**config.mk**
```make
export PLATFORM = sky130hd
export DESIGN_NAME = pmul_acc
export DESIGN_NICKNAME = d
export VERILOG_FILES = /design/src/rtl/pmul_pkg.sv /design/src/rtl/pmul_sat.sv /design/src/rtl/pmul_acc.sv
export SDC_FILE = /design/constraint.sdc
export NUM_CORES = 1
export LEC_CHECK = 0
export ABC_AREA = 1
export CAP_MARGIN = 15
export CELL_PAD_IN_SITES_DETAIL_PLACEMENT = 1
export CELL_PAD_IN_SITES_GLOBAL_PLACEMENT = 1
export CORE_AREA = 4 4 170 172
export CTS_CLUSTER_DIAMETER = 80
export CTS_CLUSTER_SIZE = 10
export DETAILED_ROUTE_END_ITERATION = 10
export DIE_AREA = 0 0 174 176
export DONT_BUFFER_PORTS = 1
export GPL_TIMING_DRIVEN = 0
export PLACE_DENSITY_LB_ADDON = 0.12
export SLEW_MARGIN = 20
export SYNTH_ARGS = -nofsm -noshare
export SYNTH_HDL_FRONTEND = slang
export SYNTH_SLANG_ARGS = --single-unit
```
**constraint.sdc**
```tcl
create_clock -name clk -period 8.01 [get_ports clk]
set_input_delay 1.602 -clock clk [delete_from_list [all_inputs] [get_ports clk]]
set_output_delay 1.602 -clock clk [all_outputs]
set_load 0.03 [all_outputs]
```
**src/rtl/pmul_pkg.sv**
```systemverilog
// Shared helpers for the partial-multiply datapath: width derivation and
// the shift/saturate step also used by the output-channel adder.
package pmul_pkg;

  localparam int SAT_MAX_W = 64;

  function automatic int clog2(input int v);
    int r;
    r = 0;
    while ((1 << r) < v) r++;
    return r;
  endfunction

  function automatic int acc_w(input int data_w, input int wgt_w, input int taps,
                               input int guard);
    return data_w + wgt_w + clog2(taps) + guard;
  endfunction

  // Arithmetic shift (floor), then clamp to psum_w when sat is set; callers
  // keep the low psum_w bits, which gives wrap behaviour when sat is clear.
  function automatic logic signed [SAT_MAX_W-1:0] sat_trunc(
    input logic signed [SAT_MAX_W-1:0] v,
    input int                          shift,
    input int                          psum_w,
    input logic                        sat
  );
    logic signed [SAT_MAX_W-1:0] r, hi, lo;
    r  = v >>> shift;
    hi = (SAT_MAX_W'(1) << (psum_w - 1)) - SAT_MAX_W'(1);
    lo = ~hi;
    if (sat && (r > hi))      r = hi;
    else if (sat && (r < lo)) r = lo;
    return r;
  endfunction

endpackage

```
**src/rtl/pmul_sat.sv**
```systemverilog
// Output stage: rescale the finished group sum and register psum/psum_vld.
module pmul_sat
  import pmul_pkg::*;
#(
  parameter int ACC_W  = 22,
  parameter int PSUM_W = 8,
  parameter int SHIFT  = 0,
  parameter int SAT    = 1
) (
  input  logic              clk,
  input  logic              rst,
  input  logic              in_vld,
  input  logic [ACC_W-1:0]  acc,
  output logic [PSUM_W-1:0] psum,
  output logic              psum_vld
);

  logic signed [SAT_MAX_W-1:0] acc_ext, res;
  logic                        unused_res;

  assign acc_ext    = SAT_MAX_W'($signed(acc));
  assign res        = sat_trunc(acc_ext, SHIFT, PSUM_W, SAT != 0);
  assign unused_res = ^res[SAT_MAX_W-1:PSUM_W];

  always_ff @(posedge clk or negedge rst) begin
    if (!rst) begin
      psum     <= '0;
      psum_vld <= 1'b0;
    end else begin
      psum_vld <= in_vld;
      if (in_vld) psum <= res[PSUM_W-1:0];
    end
  end

endmodule

```
**src/rtl/pmul_acc.sv**
```systemverilog
// Signed TAPS-wide dot product with multi-beat accumulation, double-buffered
// weights and a scaled/saturated output; three register stages deep.
module pmul_acc
  import pmul_pkg::*;
#(
  parameter int DATA_W    = 8,
  parameter int WGT_W     = 8,
  parameter int TAPS      = 3,
  parameter int PSUM_W    = 8,
  parameter int SHIFT     = 0,
  parameter int SAT       = 1,
  parameter int ACC_GUARD = 4
) (
  input  logic                   clk,
  input  logic                   rst,
  input  logic [TAPS*DATA_W-1:0] in_data,
  input  logic                   in_vld,
  input  logic                   in_first,
  input  logic                   in_last,
  input  logic [WGT_W-1:0]       in_weight,
  input  logic                   in_wgt_vld,
  input  logic                   in_update,
  output logic [PSUM_W-1:0]      psum,
  output logic                   psum_vld
);

  localparam int PROD_W = DATA_W + WGT_W;
  localparam int ACC_W  = acc_w(DATA_W, WGT_W, TAPS, ACC_GUARD);

  logic [TAPS-1:0][WGT_W-1:0]  shadow, active;
  logic [TAPS-1:0][PROD_W-1:0] prod_c, prod_q;
  logic [2:1]                  vld_pipe;
  logic                        first_q, last_q, grp_done;
  logic [ACC_W-1:0]            sum_chain [TAPS+1];
  logic [ACC_W-1:0]            acc_q, acc_base, acc_nxt;

  // NBA semantics give in_update the pre-shift shadow for free.
  always_ff @(posedge clk or negedge rst) begin
    if (!rst) begin
      shadow <= '0;
      active <= '0;
    end else begin
      if (in_wgt_vld) begin
        shadow[0] <= in_weight;
        for (int i = 1; i < TAPS; i++) shadow[i] <= shadow[i-1];
      end
      if (in_update) active <= shadow;
    end
  end

  for (genvar i = 0; i < TAPS; i++) begin : g_mul
    logic signed [DATA_W-1:0] d;
    logic signed [WGT_W-1:0]  w;
    logic signed [PROD_W-1:0] p;
    assign d         = in_data[i*DATA_W +: DATA_W];
    assign w         = active[i];
    assign p         = d * w;
    assign prod_c[i] = p;
  end

  always_ff @(posedge clk or negedge rst) begin
    if (!rst) begin
      vld_pipe <= '0;
      first_q  <= 1'b0;
      last_q   <= 1'b0;
      prod_q   <= '0;
    end else begin
      vld_pipe <= {vld_pipe[1], in_vld};
      first_q  <= in_first;
      last_q   <= in_last;
      if (in_vld) prod_q <= prod_c;
    end
  end

  assign sum_chain[0] = '0;
  for (genvar i = 0; i < TAPS; i++) begin : g_sum
    assign sum_chain[i+1] = sum_chain[i] + ACC_W'($signed(prod_q[i]));
  end

  // acc_q keeps the finished group total for the output stage; grp_done makes
  // the next beat start from zero, which is the post-last clear.
  assign acc_base = (first_q || grp_done) ? '0 : acc_q;
  assign acc_nxt  = acc_base + sum_chain[TAPS];

  always_ff @(posedge clk or negedge rst) begin
    if (!rst) begin
      acc_q    <= '0;
      grp_done <= 1'b0;
    end else if (vld_pipe[1]) begin
      acc_q    <= acc_nxt;
      grp_done <= last_q;
    end
  end

  pmul_sat #(
    .ACC_W (ACC_W),
    .PSUM_W(PSUM_W),
    .SHIFT (SHIFT),
    .SAT   (SAT)
  ) u_sat (
    .clk     (clk),
    .rst     (rst),
    .in_vld  (vld_pipe[2] & grp_done),
    .acc     (acc_q),
    .psum    (psum),
    .psum_vld(psum_vld)
  );

endmodule

```
==> metrics, run 1 <==
status complete, no violations; total core area 27500 µm²; router iterations before antenna repair 4; Worst Reg-to-Reg Cells 21; full die area 30600 µm²; CTS Hold Bufs 0; Total GRT Usage 26.1%; Detail Route Antenna Nets 0; Syn. warnings 0; Hold Fails Final Rpt 0; Worst-Margin Slew 0.658 ns; Post-route DRC 0; multi-input logic area 9430 µm²; RR Startpoint g_mul[2].w[2]; vias in the first global route 12900; clock sinks 132; count leader, synth inv_1; Setup-failing EPs final 0; gr ovfl total 0; buffer count from post-CTS setup fixing 0; start point of the critical path in_data[21]; root buffer cell clkbuf_16; WL per Instance 17.3 µm; met2 wire len 19700 µm; Slew HR 55.9%; Post-synth EDFFs 0; H-Tree Depth 4; RR Endpoint prod_q[46]; total number of vias 11400; CTS tree built; R2R setup slack 2.83 ns; total wire length 37700 µm; initial antenna violation count 0; Tmin final 5.93 ns; Hold Path Class flip-flop to flip-flop; Die Height 176 µm; Critical Path Sink prod_q[46]; maxcap violations 0; clk_skew 0.0145 ns; RSZ-0062 raised after global routing no; io pins 48; Syn Area/Cell 8.10 µm²; Final period util 74.0%; Clock Path Buffers 2; # diodes 0; synthesized area 14600 µm²; Layout Nets 2168; first-pass GRT wire length 64300 µm; gpl congestion 0.844; Rows 61; Initial Utilization 53.2%; Filler cells 3354; Port Buf Inserts 0; critical path peak fanout 8; Iteration-0 DRC Markers 481; highest metal used met4; Sequential Area 3300 µm²; Async SR Flop Fraction 100%; flops & latches, synth 132; Yosys top cell by area fa_1; Synth Net Count 2149; synth unique cells 40; metal3 WL 864 µm; Worst-Skew Late Latency 0.44 ns; max-slew violation count 0; Synth top cells by count 419 x inv_1, 390 x nand2_1, 183 x fa_1; proportion of layout cells with a drive suffix above 1 3.43%; CTS Buf Count 17; Area growth, synth to finish 7.48%; Final TNS setup 0 ns; Top FF cell, synth dfrtp_1; CP required 8.32 ns; WS Path Type primary input to flip-flop; wl on met1 16300 µm; startpoint types primary input; top post-synthesis cells by area fa_1 25%, dfrtp_1 23%, inv_1 11%, ha_1 11%, nand2_1 10%; CP Data Arrival Time 6.23 ns; post-synthesis sequential area ratio 22.6%; Die X 174 µm; post-CTS sizing 0; synthesized instance count 1803; Via-to-Cell Ratio 5.23; clock transition at the registers of the reported paths 0.06 ns; post-synth top area share 25.1%; DPL Wire Length 30500 µm; Worst setup EP type flip-flop; Max Freq 0.169 GHz; largest net degree at the start of global routing 133; hold path start vld_pipe[1]
[flip-flops by register name (all words and copies together) (netlist names)]
register and flops:
grp_done 1, shadow 24, u_sat.psum 8, first_q 1, g_mul.w 24, acc_q 22
prod_q 48, vld_pipe 2, last_q 1, u_sat.psum_vld 1
[through the flow]
step,setup WS (ns),hold WS (ns),utilization (%),std cells,area (µm²)
after CTS,2.10,0.423,57.2,2181,15700
final,2.08,0.436,57.2,2181,15700
after floorplan,2.26,0.355,-,1803,14600
after global placement,1.83,0.405,54.8,2149,15000
after detailed placement,1.78,0.409,54.8,2149,15000
after global routing,1.84,0.432,57.2,2181,15700
[logic make-up (layout without fill, tap and decap cells)]
family / after synthesis / in the layout / synth area share (%)
mux: 8 / 8 / 0.617
simple gates: 560 / 560 / 15.4
flops: 132 / 132 / 22.6
xor+xnor: 73 / 73 / 4.43
buf+inv: 495 / 527 / 12.8
fa+ha+maj: 307 / 307 / 35.7
compound gates: 228 / 228 / 8.40
[worst max-delay path, stage by stage]
cell	delay [ns]
clkbuf_1	0.22
nand2_1	0.12
inv_1	0.08
fa_1	0.54
inv_1	0.06
fa_1	0.54
inv_1	0.08
fa_1	0.50
inv_1	0.06
fa_1	0.53
inv_1	0.04
ha_1	0.34
a21oi_1	0.17
nand2_1	0.10
a21oi_1	0.26
o21ai_0	0.23
a21oi_1	0.20
nor2_1	0.08
nor2_1	0.11
xor2_1	0.25
o21ai_0	0.11
[layout make-up]
cell class,count,share of cell area (%)
clock inverters,11,1.27
plain buffers,72,1.83
clock buffers,21,2.93
flip-flops and latches,132,21.0
inverters,423,10.1
multi-input cells,1176,60.1
well taps,346,2.76
[cell usage in the layout (no fill, tap or decap), types with 8 or more instances in the layout]
master,instances
clkbuf_16,17
xor2_1,40
dfrtp_1,132
inv_1,419
nor2_1,96
a21oi_1,84
xnor2_1,32
mux2_2,8
nand2_1,390
o21ai_0,100
nand3_1,36
ha_1,124
o21ai_1,9
fa_1,183
a31oi_1,10
clkbuf_1,71
[metal layers]
layer  GRT usage (%)  vias up
li1                -     5448
met1            32.2     5765
met2            48.2      135
met3            3.66       59
met4            7.03        0
met5               0        -
[worst min-delay path by stage]
stage | slack (ns) | cells past startpoint | end
final | 0.44 | 0 | vld_pipe[2]
after global routing | 0.43 | 0 | vld_pipe[2]
after CTS | 0.42 | 0 | vld_pipe[2]
after detailed placement | 0.41 | 0 | vld_pipe[2]
after global placement | 0.40 | 0 | vld_pipe[2]
after floorplan | 0.35 | 0 | vld_pipe[2]
Power of run 1 is not shown: default switching activity piles up to over one toggle a cycle in this logic, so the estimate is an artifact.
==> inputs of run 2 (changes only) <==
Settings changed: CORE_AREA 4 4 170 172 to 4 4 186 188, DIE_AREA 0 0 174 176 to 0 0 190 192.
Clock period 8.01 ns to 5.2 ns, I/O delays scaled along.
==> run 2 against run 1 <==
- global-route usage is 4.5 points lower
- register-to-register slack worse by 2.5 ns
- clock skew increased by 0.00086 ns
==> metrics, run 2 (synthesized netlist as in run 1, its figures left out) <==
status complete, no violations; Worst Reg-to-Reg Cells 22 (+4.8%); Largest register FFs 48 (unchanged); commonest non-fill, non-tap cells in the layout 419 x inv_1, 390 x nand2_1, 183 x fa_1; Via-to-Cell Ratio 4.91 (-6.1%); Setup-failing EPs final 0 (unchanged); Rows 67 (+9.8%); total number of vias 11200 (-1.8%); Max Freq 0.200 GHz; Iteration-0 DRC Markers 343 (-29%); critical path peak fanout 8 (unchanged); Die Height 192 µm (+9.1%); Initial Utilization 44.1% (-9.1 points); Hold Path Class primary input to asynchronous set/reset pin; router iterations before antenna repair 5 (+1); Worst-Skew Late Latency 0.45 ns (about the same); CTS Buf Count 17 (unchanged); initial antenna violation count 0 (unchanged); proportion of layout cells with a drive suffix above 1 4.91% (+1.5 points); Filler cells 4037 (+20%); Worst-Margin Slew 0.677 ns (+0.0189 ns); startpoint types primary input; Die X 190 µm (+9.2%); clk_skew 0.0154 ns (+0.000862 ns); largest net degree at the start of global routing 133 (unchanged); Final TNS setup 0 ns (unchanged); CTS tree built; RSZ-0062 raised after global routing yes; Detail Route Antenna Nets 0 (unchanged); clock transition at the registers of the reported paths 0.07 ns (about the same); Post-route DRC 0 (unchanged); max-slew violation count 0 (unchanged); gr ovfl total 0 (unchanged); root buffer cell clkbuf_16; H-Tree Depth 4 (unchanged); Post-DP Area 15200 µm² (+0.85%); WL per Instance 16.1 µm (-6.9%); clock sinks 132 (unchanged); full die area 36500 µm² (+19%); Total GRT Usage 21.6% (-4.5 points); Hold Fails Final Rpt 0 (unchanged); io pins 48 (unchanged); Worst setup EP type flip-flop; DPL Wire Length 30000 µm (-1.4%); CTS Hold Bufs 0 (unchanged); CP required 5.58 ns (-2.74 ns); maxcap violations 0 (unchanged); Final period util 96.1%; vias in the first global route 12600 (-2.6%); Port Buf Inserts 0 (unchanged); total wire length 36700 µm (-2.7%); total core area 33100 µm² (+21%); Post-Layout Cell Count 2280 (+4.5%); dpl cells 2251 (+4.7%); final instance area 15800 µm² (+0.91%); commonest non-fill, non-tap cell in the layout inv_1; gpl congestion 0.836 (-0.96%); Tmin final 5.00 ns; Largest Register prod_q; CP Data Arrival Time 5.38 ns (-0.85 ns); Area growth, synth to finish 8.45%; Sequential Area 3300 µm² (unchanged); multi-input logic area 9470 µm² (+0.44%); # diodes 0 (unchanged); Slew HR 54.9% (-1.1 points); WS Path Type primary input to flip-flop; Clock Path Buffers 2 (unchanged); first-pass GRT wire length 63000 µm (-2.0%); Layout Nets 2165 (-0.14%)
run 2: changes by cell type in the layout (fill, tap and decap cells not counted), sizes merged:
| cell | before | now |
|---|---|---|
| bufinv | 5 | 3 |
| buf | 2 | 3 |
| clkbuf | 91 | 84 |
| inv | 421 | 427 |
| clkinv | 5 | 4 |
run 2: what timing repair did:
item                                    CTS  global route
buffers inserted                          0             1
pin swaps                                 0             4
resized for setup                         2            39
endpoints found under the hold margin     0             0
endpoints found under the setup margin    1             7
run 2: critical path, cell delays in order:
cell and delay (ns):
clkbuf_2 0.17, or2_2 0.34, fa_1 0.51, fa_1 0.55, inv_1 0.06, fa_1 0.53
inv_1 0.06, fa_1 0.53, inv_1 0.05, ha_2 0.31, a21oi_1 0.15, nand2_1 0.09
nand2_1 0.09, nand2_1 0.08, a21oi_2 0.23, o21ai_2 0.10, nand2_1 0.06, nand2_1 0.06
a21oi_2 0.13, or2_1 0.11, nand3_1 0.07, nand2_1 0.08
run 2: cell type report:
cell class                      instances  share of cell area [%]
Sequential cell                       132                    20.8
Tap cell                              448                    3.54
Clock buffer                           18                    2.71
Timing Repair Buffer                    1                  0.0474
Multi-Input combinational cell       1176                    59.8
Buffer                                 68                    1.84
Clock inverter                         14                    1.19
Inverter                              423                    10.0
run 2: path summary, 6_finish.rpt:
path,endpoint,from,slack (ns)
max,prod_q[14],in_data[0],0.20
min,acc_q[20],rst,0.31
max reg2reg,prod_q[14],g_mul[0].w[7],0.32
min reg2reg,vld_pipe[2],vld_pipe[1],0.46
max in group asynchronous,shadow[15],rst,4.66
min in group clk,vld_pipe[2],vld_pipe[1],0.46
run 2: metal layers:
metal  wire (µm)  global-route usage (%)  vias to the layer above
met2       18300                    38.0                      100
met1       16900                    28.1                     5611
li1            -                       -                     5449
met5           0                       0                        -
met4         761                    5.95                        0
met3         710                    2.82                       37
run 2: through the flow:
step | worst slack (ns) | utilization (%) | hold WS [ns]
after detailed placement | -0.495 | 45.8 | 0.423
final | 0.204 | 47.9 | 0.307
after global placement | -0.443 | 45.8 | 0.421
after global routing | -0.0127 | 47.9 | 0.269
after CTS | 0.0278 | 47.7 | 0.281
after floorplan | 0.0157 | - | 0.355
Power of run 2 is left out for the same reason.
